==> src/rtl/ov7670_frame_writer_if.sv <==
// Camera byte stream into the frame writer and its frame-buffer write port.
interface ov7670_frame_writer_if #(
    parameter int unsigned ADDR_W = 17
);
    logic [7:0]        byte_data;
    logic              byte_valid;
    logic              line_valid;
    logic              frame_valid;
    logic              wr_en;
    logic [ADDR_W-1:0] wr_addr;
    logic [11:0]       wr_data;

    modport master (
        output byte_data, byte_valid, line_valid, frame_valid,
        input  wr_en, wr_addr, wr_data
    );

    modport slave (
        input  byte_data, byte_valid, line_valid, frame_valid,
        output wr_en, wr_addr, wr_data
    );
endinterface

==> src/rtl/ov7670_frame_writer.sv <==
// Pairs RGB565 camera bytes, decimates, converts to RGB444 and writes a frame buffer;
// keeps per-frame statistics and sticky error flags.
module ov7670_frame_writer #(
    parameter int unsigned H_ACTIVE = 640,
    parameter int unsigned V_ACTIVE = 480,
    parameter int unsigned DECIM    = 2,
    parameter int unsigned ADDR_W   = 17
) (
    input  logic                 clk,
    input  logic                 rst_n,
    input  logic                 enable,
    ov7670_frame_writer_if.slave bus,
    output logic                 frame_done,
    output logic [ADDR_W:0]      frame_pixels,
    output logic [9:0]           frame_lines,
    output logic [15:0]          frame_count,
    output logic                 busy,
    output logic                 overflow,
    output logic                 odd_byte_err
);
    localparam int unsigned DEPTH = (H_ACTIVE / DECIM) * (V_ACTIVE / DECIM);
    localparam int unsigned CNT_W = ADDR_W + 1;
    localparam int unsigned X_W   = $clog2(H_ACTIVE + 1);
    localparam int unsigned Y_W   = 10;
    localparam int unsigned YC_W  = Y_W + 1;

    typedef enum logic [1:0] {S_IDLE, S_ACTIVE, S_DONE} state_t;

    state_t            state_q, state_d;
    logic              fv_dly_q, fv_dly_d;
    logic              lv_dly_q, lv_dly_d;
    logic              phase_q, phase_d;
    logic [6:0]        hi_q, hi_d;
    logic [X_W-1:0]    x_q, x_d;
    logic [Y_W-1:0]    y_q, y_d;
    logic [CNT_W-1:0]  wcount_q, wcount_d;
    logic [9:0]        lcount_q, lcount_d;
    logic              wr_en_q, wr_en_d;
    logic [ADDR_W-1:0] wr_addr_q, wr_addr_d;
    logic [11:0]       wr_data_q, wr_data_d;
    logic              frame_done_q, frame_done_d;
    logic [CNT_W-1:0]  frame_pixels_q, frame_pixels_d;
    logic [9:0]        frame_lines_q, frame_lines_d;
    logic [15:0]       frame_count_q, frame_count_d;
    logic              busy_q, busy_d;
    logic              overflow_q, overflow_d;
    logic              odd_q, odd_d;

    logic fv_rise, fv_fall, lv_fall, byte_ok, x_keep, y_keep;

    assign fv_rise = bus.frame_valid & ~fv_dly_q;
    assign fv_fall = ~bus.frame_valid & fv_dly_q;
    assign lv_fall = ~bus.line_valid & lv_dly_q;
    assign byte_ok = bus.byte_valid & bus.line_valid;
    assign x_keep  = ((x_q & X_W'(DECIM - 1)) == '0) && (x_q < X_W'(H_ACTIVE));
    assign y_keep  = ((y_q & Y_W'(DECIM - 1)) == '0) && (YC_W'(y_q) < YC_W'(V_ACTIVE));

    // Byte processing happens before the line-end update so a byte on the HREF
    // falling edge is still paired, and a frame end counts that cycle's write.
    always_comb begin
        state_d        = state_q;
        fv_dly_d       = bus.frame_valid;
        lv_dly_d       = bus.line_valid;
        phase_d        = phase_q;
        hi_d           = hi_q;
        x_d            = x_q;
        y_d            = y_q;
        wcount_d       = wcount_q;
        lcount_d       = lcount_q;
        wr_en_d        = 1'b0;
        wr_addr_d      = wr_addr_q;
        wr_data_d      = wr_data_q;
        frame_done_d   = 1'b0;
        frame_pixels_d = frame_pixels_q;
        frame_lines_d  = frame_lines_q;
        frame_count_d  = frame_count_q;
        overflow_d     = overflow_q;
        odd_d          = odd_q;

        unique case (state_q)
            S_IDLE: begin
                if (fv_rise && enable) begin
                    state_d  = S_ACTIVE;
                    x_d      = '0;
                    y_d      = '0;
                    phase_d  = 1'b0;
                    wcount_d = '0;
                    lcount_d = '0;
                end
            end
            S_ACTIVE: begin
                if (byte_ok) begin
                    if (!phase_q) begin
                        hi_d    = {bus.byte_data[7:4], bus.byte_data[2:0]};
                        phase_d = 1'b1;
                    end else begin
                        phase_d = 1'b0;
                        if (x_keep && y_keep) begin
                            if (wcount_q == CNT_W'(DEPTH)) begin
                                overflow_d = 1'b1;
                            end else begin
                                wr_en_d   = 1'b1;
                                wr_addr_d = wcount_q[ADDR_W-1:0];
                                wr_data_d = {hi_q[6:3], hi_q[2:0], bus.byte_data[7],
                                             bus.byte_data[4:1]};
                                wcount_d  = wcount_q + CNT_W'(1);
                            end
                        end
                        if (x_q != X_W'(H_ACTIVE)) x_d = x_q + X_W'(1);
                    end
                end
                if (lv_fall) begin
                    if (y_q != '1) y_d = y_q + Y_W'(1);
                    x_d      = '0;
                    lcount_d = lcount_q + 10'(1);
                    if (phase_d) begin
                        odd_d   = 1'b1;
                        phase_d = 1'b0;
                    end
                end
                if (fv_fall) begin
                    state_d        = S_DONE;
                    frame_done_d   = 1'b1;
                    frame_pixels_d = wcount_d;
                    frame_lines_d  = lcount_d;
                    frame_count_d  = frame_count_q + 16'(1);
                end
            end
            S_DONE:  state_d = S_IDLE;
            default: state_d = S_IDLE;
        endcase

        busy_d = (state_d == S_ACTIVE);
    end

    always_ff @(posedge clk or negedge rst_n) begin
        if (!rst_n) begin
            state_q        <= S_IDLE;
            fv_dly_q       <= 1'b1;
            lv_dly_q       <= 1'b1;
            phase_q        <= 1'b0;
            hi_q           <= '0;
            x_q            <= '0;
            y_q            <= '0;
            wcount_q       <= '0;
            lcount_q       <= '0;
            wr_en_q        <= 1'b0;
            wr_addr_q      <= '0;
            wr_data_q      <= '0;
            frame_done_q   <= 1'b0;
            frame_pixels_q <= '0;
            frame_lines_q  <= '0;
            frame_count_q  <= '0;
            busy_q         <= 1'b0;
            overflow_q     <= 1'b0;
            odd_q          <= 1'b0;
        end else begin
            state_q        <= state_d;
            fv_dly_q       <= fv_dly_d;
            lv_dly_q       <= lv_dly_d;
            phase_q        <= phase_d;
            hi_q           <= hi_d;
            x_q            <= x_d;
            y_q            <= y_d;
            wcount_q       <= wcount_d;
            lcount_q       <= lcount_d;
            wr_en_q        <= wr_en_d;
            wr_addr_q      <= wr_addr_d;
            wr_data_q      <= wr_data_d;
            frame_done_q   <= frame_done_d;
            frame_pixels_q <= frame_pixels_d;
            frame_lines_q  <= frame_lines_d;
            frame_count_q  <= frame_count_d;
            busy_q         <= busy_d;
            overflow_q     <= overflow_d;
            odd_q          <= odd_d;
        end
    end

    assign bus.wr_en    = wr_en_q;
    assign bus.wr_addr  = wr_addr_q;
    assign bus.wr_data  = wr_data_q;
    assign frame_done   = frame_done_q;
    assign frame_pixels = frame_pixels_q;
    assign frame_lines  = frame_lines_q;
    assign frame_count  = frame_count_q;
    assign busy         = busy_q;
    assign overflow     = overflow_q;
    assign odd_byte_err = odd_q;
endmodule

==> src/flat_wrapper.sv <==
// flat-port wrapper written by rule: the top's interface ports become plain ports
module ov7670_frame_writer_flat 
#(
    parameter int unsigned H_ACTIVE = 640,
    parameter int unsigned V_ACTIVE = 480,
    parameter int unsigned DECIM    = 2,
    parameter int unsigned ADDR_W   = 17
)
  (clk, rst_n, enable, frame_done, frame_pixels, frame_lines, frame_count, busy, overflow, odd_byte_err, bus_byte_data, bus_byte_valid, bus_line_valid, bus_frame_valid, bus_wr_en, bus_wr_addr, bus_wr_data);
  ov7670_frame_writer_if #(.ADDR_W(ADDR_W)) bus_i ();
  input  logic clk;
  input  logic rst_n;
  input  logic enable;
  output logic frame_done;
  output logic [ADDR_W:0] frame_pixels;
  output logic [9:0] frame_lines;
  output logic [15:0] frame_count;
  output logic busy;
  output logic overflow;
  output logic odd_byte_err;
  input wire logic [$bits(bus_i.byte_data)-1:0] bus_byte_data;
  input wire logic [$bits(bus_i.byte_valid)-1:0] bus_byte_valid;
  input wire logic [$bits(bus_i.line_valid)-1:0] bus_line_valid;
  input wire logic [$bits(bus_i.frame_valid)-1:0] bus_frame_valid;
  output wire logic [$bits(bus_i.wr_en)-1:0] bus_wr_en;
  output wire logic [$bits(bus_i.wr_addr)-1:0] bus_wr_addr;
  output wire logic [$bits(bus_i.wr_data)-1:0] bus_wr_data;
  assign bus_i.byte_data = bus_byte_data;
  assign bus_i.byte_valid = bus_byte_valid;
  assign bus_i.line_valid = bus_line_valid;
  assign bus_i.frame_valid = bus_frame_valid;
  assign bus_wr_en = bus_i.wr_en;
  assign bus_wr_addr = bus_i.wr_addr;
  assign bus_wr_data = bus_i.wr_data;
  ov7670_frame_writer #(.H_ACTIVE(H_ACTIVE), .V_ACTIVE(V_ACTIVE), .DECIM(DECIM), .ADDR_W(ADDR_W)) u_core (.clk(clk), .rst_n(rst_n), .enable(enable), .bus(bus_i), .frame_done(frame_done), .frame_pixels(frame_pixels), .frame_lines(frame_lines), .frame_count(frame_count), .busy(busy), .overflow(overflow), .odd_byte_err(odd_byte_err));
endmodule
==> config.mk <==
export PLATFORM = sky130hd
export DESIGN_NAME = ov7670_frame_writer_flat
export DESIGN_NICKNAME = d
export VERILOG_FILES = /design/src/rtl/ov7670_frame_writer_if.sv /design/src/rtl/ov7670_frame_writer.sv /design/src/flat_wrapper.sv
export SDC_FILE = /design/constraint.sdc
export NUM_CORES = 1
export LEC_CHECK = 0
export ABC_AREA = 1
export BUFFER_PORTS_ARGS = -buffer_cell sky130_fd_sc_hd__buf_2
export CAP_MARGIN = 20
export CORE_ASPECT_RATIO = 0.7
export CORE_UTILIZATION = 35
export CTS_CLUSTER_DIAMETER = 120
export CTS_CLUSTER_SIZE = 10
export DETAILED_ROUTE_END_ITERATION = 6
export HOLD_SLACK_MARGIN = 0.02
export PLACE_DENSITY = 0.53
export SLEW_MARGIN = 10
export SYNTH_ARGS = -nofsm -noshare
export SYNTH_HDL_FRONTEND = slang
export SYNTH_SLANG_ARGS = --single-unit
==> constraint.sdc <==
create_clock -name clk -period 4.21 [get_ports clk]
set_input_delay 0.421 -clock clk [delete_from_list [all_inputs] [get_ports clk]]
set_output_delay 0.421 -clock clk [all_outputs]
set_load 0.005 [all_outputs]
==> qor.txt, run 1 <==
Leakage: 4.119 nW
Setup Skew: 0.008362 ns
Placed Instances: 1,156
Initial Utilization: 36.16%
Filler Cell Count: 1,982
Register area: 3456 sq um
Mapped Avg Cell Area: 8.414 sq um
Slew HR: 49.87%
Worst r2r src: u_core.wcount_q[1]
Post-Synthesis Cells: 822
Final period utilization: 56.39%
Final Hold Fails: 0
Dpl hpwl: 12,020 microns
WP data arrival: 2.68 ns
Final #Nets: 933
CTS Sinks: 138
Yosys cell types: 38
Path type of the worst min-delay path: in2async
Iteration-0 DRC Markers: 418
Diodes inserted: 0
Fin. max-slew vios: 0
Max Fanout on Critical Path: 51
Vias in the first global route: 5,258
Syn_nets: 843
Fin crit period: 2.374 ns
Multi-input gate area: 2989 sq um
Htree depth: 4
Final Non-Filler Cells: 1,189
Core ar.: 19,130 sq um
CP startpoint kind: register
Total gr overflow: 0
Crit Path Class: reg2reg
Die Width: 170.0 microns
Die area: 20,340 sq um
CP required: 4.52 ns
DRC: 0
Largest net degree at the start of global routing: 80
# rows: 42
1st-pass router iterations: 5
Routed vias/inst: 4.700
Largest vdd supply drop: 0.3314 mV
Sum of negative setup slack: 0 ns
Post-CTS sizing: 0
Endpoints failing setup: 0
Final WL: 16,980 microns
Clock transition at path regs: 0.06 ns
# hold bufs at CTS: 0
Die Height: 119.6 microns
RSZ-0062 raised after global routing: no
I/O pin total: 92
CTS Root Cell: clkbuf_16
Post-CTS setup buffer count: 0
Clock Latency Late Sink: 0.43 ns
Cell Area, Synth: 6917 sq um
Placed cell area: 7567 sq um
Fmax: 421.2 MHz
Initial antenna violation count: 0
IO buf count: 91
Area grow syn2layout: 18.47%
Layout cells sized above 1: 21.62%
PwrDens: 515.2 nW/um^2
TritonCTS clock tree: yes
RR Endpoint: u_core.bus.wr_data[7]
Crit end category: register
Final instance area: 8194 sq um
Max clock buf depth: 2
Number of synthesis warnings: 0
Global-route wire length before repair: 28,120 microns
Slew of the pin with the lowest slew margin: 0.7502 ns
Total GRT Usage: 18.10%
Sequential share of the synthesized area: 49.96%
TritonCTS Buffers: 17
Average routed wire per standard cell: 14.28 microns
Run status: finished, final reports clean
FF+latch count, synth: 138
RD Place Congestion: 0.8824
Reg2reg path depth: 13
R2R Setup Slk: 1.84 ns
Post-route antenna net violation count: 0
Number of max-cap violations: 0
Via count: 5,588
cell families (layout without fill, tap and decap cells):
family	count (synthesis)	in the layout	share of synthesized area, %
buffers and inverters	106	209	6.820
flip-flops	138	138	49.96
multiplexers	3	3	0.4884
adder cells (fa/ha/maj)	7	7	1.266
AO/OA/AOI/OAI	85	85	7.652
AND/OR/NAND/NOR	459	459	30.77
XOR/XNOR	24	24	3.039
final cells by class:
class	instances	share of cell area, %
clock buffer	18	5.237
clock inverter	14	2.077
inverter	82	3.756
multi-input combinational	578	36.48
sequential	138	42.17
tap	264	4.031
timing repair buffer	95	6.245
cell usage in the layout (no fill, tap or decap), drive strengths merged, types with 8 or more instances in the layout:
| cell | Yosys | final |
|---|---|---|
| xor2 | 20 | 20 |
| dfrtp | 136 | 136 |
| inv | 81 | 84 |
| nor2 | 49 | 49 |
| nand2 | 270 | 270 |
| o21ai | 68 | 68 |
| clkbuf | 7 | 18 |
| nor3 | 25 | 25 |
| nand4 | 30 | 30 |
| buf | 17 | 95 |
| nand3 | 77 | 77 |
| clkinv | 1 | 8 |
cells in the mapped netlist:
library cell | number | area (sq um)
a21oi_1 | 6 | 30.03
a22o_1 | 2 | 17.52
and2_1 | 1 | 6.260
buf_2 | 8 | 40.04
buf_4 | 1 | 7.510
buf_6 | 8 | 90.09
clkbuf_1 | 7 | 26.28
clkinv_1 | 1 | 3.750
dfrtp_1 | 136 | 3403
dfstp_2 | 2 | 52.55
ha_1 | 7 | 87.58
inv_1 | 71 | 266.5
inv_2 | 10 | 37.54
mux2_2 | 3 | 33.78
nand2_1 | 254 | 953.4
nand2_2 | 13 | 81.33
nand2_4 | 3 | 33.78
nand3_1 | 73 | 365.4
nand3_2 | 2 | 20.02
nand3_4 | 2 | 35.03
nand3b_1 | 3 | 22.52
nand4_1 | 30 | 187.7
nor2_1 | 39 | 146.4
nor2_2 | 5 | 31.28
nor2_4 | 5 | 56.30
nor3_1 | 20 | 100.1
nor3_2 | 3 | 30.03
nor3_4 | 2 | 32.53
nor3b_1 | 1 | 7.510
o21ai_0 | 35 | 175.2
o21ai_1 | 12 | 60.06
o21ai_2 | 21 | 183.9
o21bai_1 | 3 | 22.52
o22ai_1 | 5 | 31.28
o32ai_1 | 1 | 8.760
or2_2 | 3 | 18.77
xnor2_1 | 4 | 35.03
xor2_1 | 20 | 175.2
critical path, stage by stage, from the launching register on:
cell and delay, ns:
dfrtp_1 0.45, inv_1 0.15, ha_1 0.17, nand2_1 0.05, nor2_1 0.08, nand2_1 0.07, clkinv_1 0.08, nand3_4 0.12
nand2_4 0.11, inv_2 0.05, nand2_4 0.50, inv_2 0.22, nand2_1 0.11, nand2_1 0.05
metal layers:
layer	share of wire, %	up-vias	GRT usage, %
li1	-	2865	-
met1	54	2589	27.94
met2	40	120	24.39
met3	4.4	14	4.716
met4	0.96	0	5.011
met5	0	-	0
worst max-delay path by stage:
stage | from | to | slack [ns] | depth (start not counted)
after floorplan | u_core.wcount_q[0] | u_core.bus.wr_addr[0] | 2.61 | 12
after global placement | bus_frame_valid | u_core.frame_count[15] | 1.83 | 5
after detailed placement | bus_frame_valid | u_core.frame_count[15] | 1.77 | 5
after CTS | u_core.fv_dly_q | u_core.frame_count[11] | 1.79 | 5
after global routing | u_core.wcount_q[0] | u_core.bus.wr_data[8] | 1.59 | 13
final | u_core.wcount_q[1] | u_core.bus.wr_data[7] | 1.84 | 13
flip-flops by register name, indices dropped and copies added, names as in the netlist:
register	cells
u_core.frame_pixels	18
u_core.wcount_q	18
u_core.bus.wr_addr	17
u_core.frame_count	16
u_core.bus.wr_data	12
u_core.frame_lines	10
u_core.lcount_q	10
u_core.x_q	10
u_core.y_q	10
u_core.hi_q	7
u_core.state_q	2
u_core.bus.wr_en	1
u_core.busy	1
u_core.frame_done	1
u_core.fv_dly_q	1
u_core.lv_dly_q	1
u_core.odd_byte_err	1
u_core.overflow	1
u_core.phase_q	1
report_power, final:
part           internal [mW]  switching [mW]
logic                  0.327           0.614
registers               1.56           0.198
clock network          0.934           0.587
metrics by stage:
| stage | power (mW) | hold WS, ns | setup slack (ns) | util, % |
|---|---|---|---|---|
| 6_report | 4.222 | 0.04215 | 1.836 | 42.84 |
| 5_1_grt | 4.483 | 0.06489 | 1.591 | 42.84 |
| 4_1_cts | 4.268 | 0.05683 | 1.787 | 42.69 |
| 3_5_place_dp | 2.724 | 0.4586 | 1.767 | 39.56 |
| 3_3_place_gp | 2.719 | 0.4541 | 1.835 | 39.56 |
| 2_1_floorplan | 2.365 | 0.1254 | 2.607 | - |
Note: power is estimated with default switching activity, not from simulation.
==> inputs of run 2 (changes only) <==
==> constraint.sdc (replaced) <==
create_clock -name clk -period 2.3 [get_ports clk]
set_input_delay 0.23 -clock clk [delete_from_list [all_inputs] [get_ports clk]]
set_output_delay 0.23 -clock clk [all_outputs]
set_load 0.005 [all_outputs]
==> run 2 against run 1 <==
Global-route usage is 0.43 points higher; first-iteration DRC count up 19%; cell count up 1.6%.
==> qor.txt, run 2 (synthesis gave the netlist of run 1 again) <==
Run status: finished, final reports clean (unchanged)
Internal: 5.288 mW (was 2.823 mW)
Layout cells sized above 1: 22.67% (was 21.62%)
Final period utilization: 86.31% (was 56.39%)
Slew HR: 63.42% (was 49.87%)
Die Height: 119.6 microns (unchanged)
Sequential power share: 40.9% (was 41.7%)
Fin. max-slew vios: 0 (unchanged)
# rows: 42 (unchanged)
Max clock buf depth: 2 (unchanged)
Switch Pwr: 2.551 mW (was 1.399 mW)
TritonCTS Buffers: 17 (unchanged)
WP buf/inv: 4 (unchanged)
CP required: 2.64 ns (was 4.52 ns)
Iteration-0 DRC Markers: 497 (was 418)
Clock transition at path regs: 0.06 ns (about the same)
Endpoints failing setup: 0 (unchanged)
Path type of the worst min-delay path: in2reg (was in2async)
PwrDens: 936.0 nW/um^2 (was 515.2 nW/um^2)
Slowest stage cell, crit path: dfrtp_1 (was nand2_4)
Power, Total: 7.839 mW (was 4.222 mW)
Max stage delay on crit path: 0.42 ns (was 0.50 ns)
1st-pass router iterations: 5 (unchanged)
Crit end category: register (unchanged)
Family with the most delay on the worst path: simple AND/OR/NAND/NOR gates (unchanged)
Initial Utilization: 36.16% (unchanged)
Commonest non-fill, non-tap cells in the layout: nand2_1, dfrtp_1, buf_2, nand3_1, inv_1 (unchanged)
Largest net degree at the start of global routing: 47 (was 80)
Via count: 5,728 (was 5,588)
Routed vias/inst: 4.742 (was 4.700)
Crit path cell chain: inv_1 -> ha_1 -> nand2_1 -> nor2_1 -> nand2_1 -> clkinv_1 -> nand3_4 -> nand2_4 -> inv_2 -> nand2_4 -> buf_12 -> nand2_1 -> o21ai_2 (was inv_1 -> ha_1 -> nand2_1 -> nor2_1 -> nand2_1 -> clkinv_1 -> nand3_4 -> nand2_4 -> inv_2 -> nand2_4 -> inv_2 -> nand2_1 -> nand2_1)
Clk pwr share: 35.8% (was 36.0%)
Post-route antenna net violation count: 0 (unchanged)
Post-layout util: 43.79% (was 42.84%)
CTS Root Cell: clkbuf_16 (unchanged)
Filler Cell Count: 1,952 (was 1,982)
Switching Fraction: 32.54% (was 33.13%)
TritonCTS clock tree: yes (unchanged)
Power share of the combinational group: 23.3% (was 22.3%)
Die Width: 170.0 microns (unchanged)
Core ar.: 19,130 sq um (unchanged)
Die area: 20,340 sq um (unchanged)
Area grow syn2layout: 21.09% (was 18.47%)
IO buf count: 91 (unchanged)
Setup Skew: 0.01343 ns (was 0.008362 ns)
Fin crit period: 1.985 ns (was 2.374 ns)
Average routed wire per standard cell: 14.41 microns (was 14.28 microns)
Clock Latency Late Sink: 0.42 ns (was 0.43 ns)
WP data arrival: 2.33 ns (was 2.68 ns)
Vias in the first global route: 5,524 (was 5,258)
Placed Instances: 1,171 (was 1,156)
Total gr overflow: 0 (unchanged)
Htree depth: 4 (unchanged)
Slew of the pin with the lowest slew margin: 0.5466 ns (was 0.7502 ns)
Global-route wire length before repair: 29,030 microns (was 28,120 microns)
Fmax: 503.8 MHz (was 421.2 MHz)
Dpl hpwl: 12,490 microns (was 12,020 microns)
Final WL: 17,410 microns (was 16,980 microns)
Final #Nets: 952 (was 933)
Largest vdd supply drop: 0.5848 mV (was 0.3314 mV)
CTS Sinks: 138 (unchanged)
RD Place Congestion: 0.8535 (was 0.8824)
I/O pin total: 92 (unchanged)
CP startpoint kind: register (unchanged)
DRC: 0 (unchanged)
Final Hold Fails: 0 (unchanged)
Max Fanout on Critical Path: 28 (was 51)
Crit Path Class: reg2reg (unchanged)
Crit path top cell by count: nand2_1 (unchanged)
Register area: 3456 sq um (unchanged)
Final Non-Filler Cells: 1,208 (was 1,189)
Post-CTS setup buffer count: 0 (unchanged)
Multi-input gate area: 2992 sq um (was 2989 sq um)
Diodes inserted: 0 (unchanged)
RSZ-0062 raised after global routing: no (unchanged)
Leakage: 4.210 nW (was 4.119 nW)
Number of max-cap violations: 0 (unchanged)
Sum of negative setup slack: 0 ns (unchanged)
Initial antenna violation count: 0 (unchanged)
Worst hold slack: 0.04882 ns (was 0.04215 ns)
Commonest non-fill, non-tap cell in the layout: nand2_1 (unchanged)
Total GRT Usage: 18.52% (was 18.10%)
-- run 2: cell count changes in the layout (fill, tap and decap cells not counted), moves of 2 or more --
| cell | change |
|---|---|
| clkinvlp_4 | +2 |
| inv_6 | -3 |
| clkbuf_8 | +2 |
| dlygate4sd3_1 | +5 |
| buf_12 | +3 |
| buf_4 | +12 |
-- run 2: what timing repair did --
item / in CTS / in global routing
hold endpoints to repair: 47 / 0
setup endpoints to repair: 0 / 3
gates resized for setup: 0 / 1
hold buffers: 5 / 0
-- run 2: worst register-to-register path, delay by kind of cell (launching register included) --
kind	cells	cell delay [ns]
DFF	1	0.42
buffers and inverters	4	0.50
AOI/OAI and AO/OA	1	0.06
adders and majority gates	1	0.16
and+or+nand+nor	7	0.77
-- run 2: stage by stage --
stage	worst slack, ns	area [sq um]
floorplan	0.6975	6917
global placement	0.3713	7717
detailed placement	0.2689	7717
CTS	0.2531	8373
global route	0.07806	8376
finish	0.3149	8376
-- run 2: area by class of cell --
cell class              count  share of cell area, %
clock buffers              21                  5.497
inverters                  82                  3.675
multi-input cells         578                  35.72
repair buffers            114                  8.171
well taps                 264                  3.944
flip-flops and latches    138                  41.26
clock inverters            11                  1.733
-- run 2: path summary, 6_finish.rpt --
check	start	end	slack [ns]	depth (start not counted)
hold reg to reg	u_core.hi_q[1]	u_core.bus.wr_data[6]	0.47	2
setup / recovery	u_core.wcount_q[1]	u_core.bus.wr_data[3]	0.31	13
max in group asynchronous	rst_n	u_core.x_q[6]	1.31	3
min in group asynchronous	rst_n	u_core.wcount_q[6]	0.33	2
setup reg to reg	u_core.wcount_q[1]	u_core.bus.wr_data[3]	0.31	13
hold / removal	bus_byte_data[0]	u_core.hi_q[0]	0.05	2
-- run 2: power groups by stage --
| stage | clock [mW] | combinational (mW) | sequential [mW] |
|---|---|---|---|
| finish | 2.80 | 1.83 | 3.20 |
| floorplan | 0 | 1.12 | 3.20 |
| detailed placement | 0 | 1.83 | 3.24 |
| CTS | 2.90 | 1.85 | 3.20 |
| global placement | 0 | 1.82 | 3.25 |
| global route | 2.99 | 2.07 | 3.27 |
-- run 2: layer usage --
layer | wire (microns) | vias up | GRT usage [%]
met4 | 210 | 0 | 5.631
met5 | 0 | - | 0
li1 | - | 2904 | -
met1 | 9179 | 2663 | 27.97
met2 | 7136 | 149 | 25.74
met3 | 886 | 12 | 4.485
==> inputs of run 3 (changes only) <==
--- a/config.mk
+++ b/config.mk
@@ -9,13 +9,14 @@
 export BUFFER_PORTS_ARGS = -buffer_cell sky130_fd_sc_hd__buf_2
 export CAP_MARGIN = 20
 export CORE_ASPECT_RATIO = 0.7
-export CORE_UTILIZATION = 35
+export CORE_UTILIZATION = 41
 export CTS_CLUSTER_DIAMETER = 120
 export CTS_CLUSTER_SIZE = 10
 export DETAILED_ROUTE_END_ITERATION = 6
 export HOLD_SLACK_MARGIN = 0.02
-export PLACE_DENSITY = 0.53
+export PLACE_DENSITY = 0.6
 export SLEW_MARGIN = 10
 export SYNTH_ARGS = -nofsm -noshare
 export SYNTH_HDL_FRONTEND = slang
 export SYNTH_SLANG_ARGS = --single-unit
+export TNS_END_PERCENT = 30
==> run 3 against run 2 <==
Maximum frequency up 1.4%; clock power down 7.9%; clock skew down 0.0052 ns; design area down 1.5%; combinational power down 3%; sequential share of layout area up 0.64 points; cell count down 3.3%; first-iteration DRC count up 3.2%; wire length down 7.4%; critical endpoint is now u_core.bus.wr_data[6]; largest cell class unchanged.
==> qor.txt, run 3 (synthesis gave the netlist of run 1 again) <==
IO buf count: 91 (unchanged)
DRC: 0 (unchanged)
Run status: finished, final reports clean (unchanged)
Fin. max-slew vios: 0 (unchanged)
CTS Root Cell: clkbuf_16 (unchanged)
CP startpoint kind: register (unchanged)
CP required: 2.66 ns (was 2.64 ns)
Endpoints failing setup: 0 (unchanged)
Slew HR: 59.16% (was 63.42%)
Final #Nets: 951 (was 952)
WP data arrival: 2.32 ns (was 2.33 ns)
Iteration-0 DRC Markers: 513 (was 497)
TritonCTS Buffers: 17 (unchanged)
CTS Sinks: 138 (unchanged)
Sum of negative setup slack: 0 ns (unchanged)
I/O pin total: 92 (unchanged)
Leakage: 4.164 nW (was 4.210 nW)
Area grow syn2layout: 19.23% (was 21.09%)
Initial Utilization: 42.19% (was 36.16%)
Post-layout util: 50.30% (was 43.79%)
Htree depth: 4 (unchanged)
Final Hold Fails: 0 (unchanged)
Die Width: 157.2 microns (was 170.0 microns)
Total GRT Usage: 20.14% (was 18.52%)
Average routed wire per standard cell: 13.80 microns (was 14.41 microns)
Clock Latency Late Sink: 0.43 ns (was 0.42 ns)
Routed vias/inst: 4.889 (was 4.742)
Post-route setup slack: 0.3430 ns (was 0.3149 ns)
Crit end category: register (unchanged)
Commonest non-fill, non-tap cells in the layout: nand2_1, dfrtp_1, buf_2, nand3_1, inv_1 (unchanged)
Post-CTS sizing: 0 (unchanged)
Largest net degree at the start of global routing: 66 (was 47)
Placed Instances: 1,132 (was 1,171)
RSZ-0062 raised after global routing: no (unchanged)
Die area: 17,400 sq um (was 20,340 sq um)
Filler Cell Count: 1,603 (was 1,952)
Slew of the pin with the lowest slew margin: 0.6126 ns (was 0.5466 ns)
Fmax: 511.0 MHz (was 503.8 MHz)
Final Non-Filler Cells: 1,168 (was 1,208)
Pre-CTS WS: 0.3771 ns (was 0.2689 ns)
Final instance area: 8247 sq um (was 8376 sq um)
Final WL: 16,120 microns (was 17,410 microns)
# rows: 39 (was 42)
Path type of the worst min-delay path: in2reg (unchanged)
Setup Skew: 0.008194 ns (was 0.01343 ns)
Fin crit period: 1.957 ns (was 1.985 ns)
Max Fanout on Critical Path: 18 (was 28)
Commonest non-fill, non-tap cell in the layout: nand2_1 (unchanged)
Diodes inserted: 0 (unchanged)
Die Height: 110.7 microns (was 119.6 microns)
Clock transition at path regs: 0.06 ns (about the same)
Layout cells sized above 1: 22.38% (was 22.67%)
Core ar.: 16,400 sq um (was 19,130 sq um)
Largest vdd supply drop: 0.4605 mV (was 0.5848 mV)
Worst hold slack: 0.03901 ns (was 0.04882 ns)
Final period utilization: 85.08% (was 86.31%)
PwrDens: 914.9 nW/um^2 (was 936.0 nW/um^2)
Total gr overflow: 0 (unchanged)
Initial antenna violation count: 0 (unchanged)
1st-pass router iterations: 5 (unchanged)
Global-route wire length before repair: 27,120 microns (was 29,030 microns)
Dpl hpwl: 11,610 microns (was 12,490 microns)
Vias in the first global route: 5,207 (was 5,524)
Max clock buf depth: 2 (unchanged)
TritonCTS clock tree: yes (unchanged)
RD Place Congestion: 0.8631 (was 0.8535)
Post-route antenna net violation count: 0 (unchanged)
Via count: 5,710 (was 5,728)
Number of max-cap violations: 0 (unchanged)
Power, Total: 7.545 mW (was 7.839 mW)
Placed cell area: 7656 sq um (was 7717 sq um)
Crit Path Class: reg2reg (unchanged)
==> run 3: cell count changes in the layout (fill, tap and decap cells not counted), sizes merged <==
| cell | before | now |
|---|---|---|
| bufinv | 3 | 1 |
| dlygate4sd3 | 5 | 4 |
| clkinvlp | 3 | 4 |
| clkbuf | 21 | 22 |
==> run 3: report_power, final <==
group          switching [mW]  internal, mW  total (mW)
clock                    1.06          1.51        2.58
sequential              0.334          2.86        3.19
combinational            1.12         0.657        1.78
==> run 3: path summary, 6_finish.rpt <==
path                                    start               endpoint  slack (ns)  depth (start not counted)
max                        u_core.wcount_q[1]  u_core.bus.wr_data[6]        0.34                         13
min                          bus_byte_data[6]         u_core.hi_q[5]        0.04                          2
max reg2reg                u_core.wcount_q[1]  u_core.bus.wr_data[6]        0.34                         13
min reg2reg                    u_core.hi_q[4]  u_core.bus.wr_data[9]        0.47                          2
max in group asynchronous               rst_n        u_core.lv_dly_q        1.23                          3
min in group asynchronous               rst_n  u_core.bus.wr_data[8]        0.36                          2
==> run 3: layer usage <==
| layer | global-route usage (%) | vias to the layer above | wire, microns |
|---|---|---|---|
| met5 | 0 | - | 0 |
| met4 | 5.955 | 0 | 199 |
| met3 | 4.652 | 15 | 620 |
| met2 | 27.08 | 116 | 6502 |
| met1 | 31.58 | 2690 | 8794 |
| li1 | - | 2889 | - |
==> run 3: repair_timing <==
action,in CTS,in global routing
hold buffers,4,0
buffers inserted,0,0
hold endpoints to repair,66,0
==> run 3: area by class of cell <==
| cell class | instances | area [sq um] | area share, % |
|---|---|---|---|
| inverters | 82 | 307.8 | 3.732 |
| multi-input cells | 578 | 2989 | 36.25 |
| well taps | 225 | 281.5 | 3.414 |
| clock inverters | 10 | 96.34 | 1.168 |
| repair buffers | 113 | 661.9 | 8.026 |
| clock buffers | 22 | 454.2 | 5.508 |
| flip-flops and latches | 138 | 3456 | 41.91 |
==> run 3: worst max-delay path, cell delays in order, from the launching register on <==
cell and delay (ns):
dfrtp_1 0.40, inv_1 0.12, ha_1 0.15, nand2_1 0.05, nor2_1 0.08, nand2_1 0.08, clkinv_1 0.08, nand3_4 0.12
nand2_4 0.11, inv_2 0.05, nand2_4 0.23, buf_4 0.26, nand2_1 0.08, nand2_1 0.06
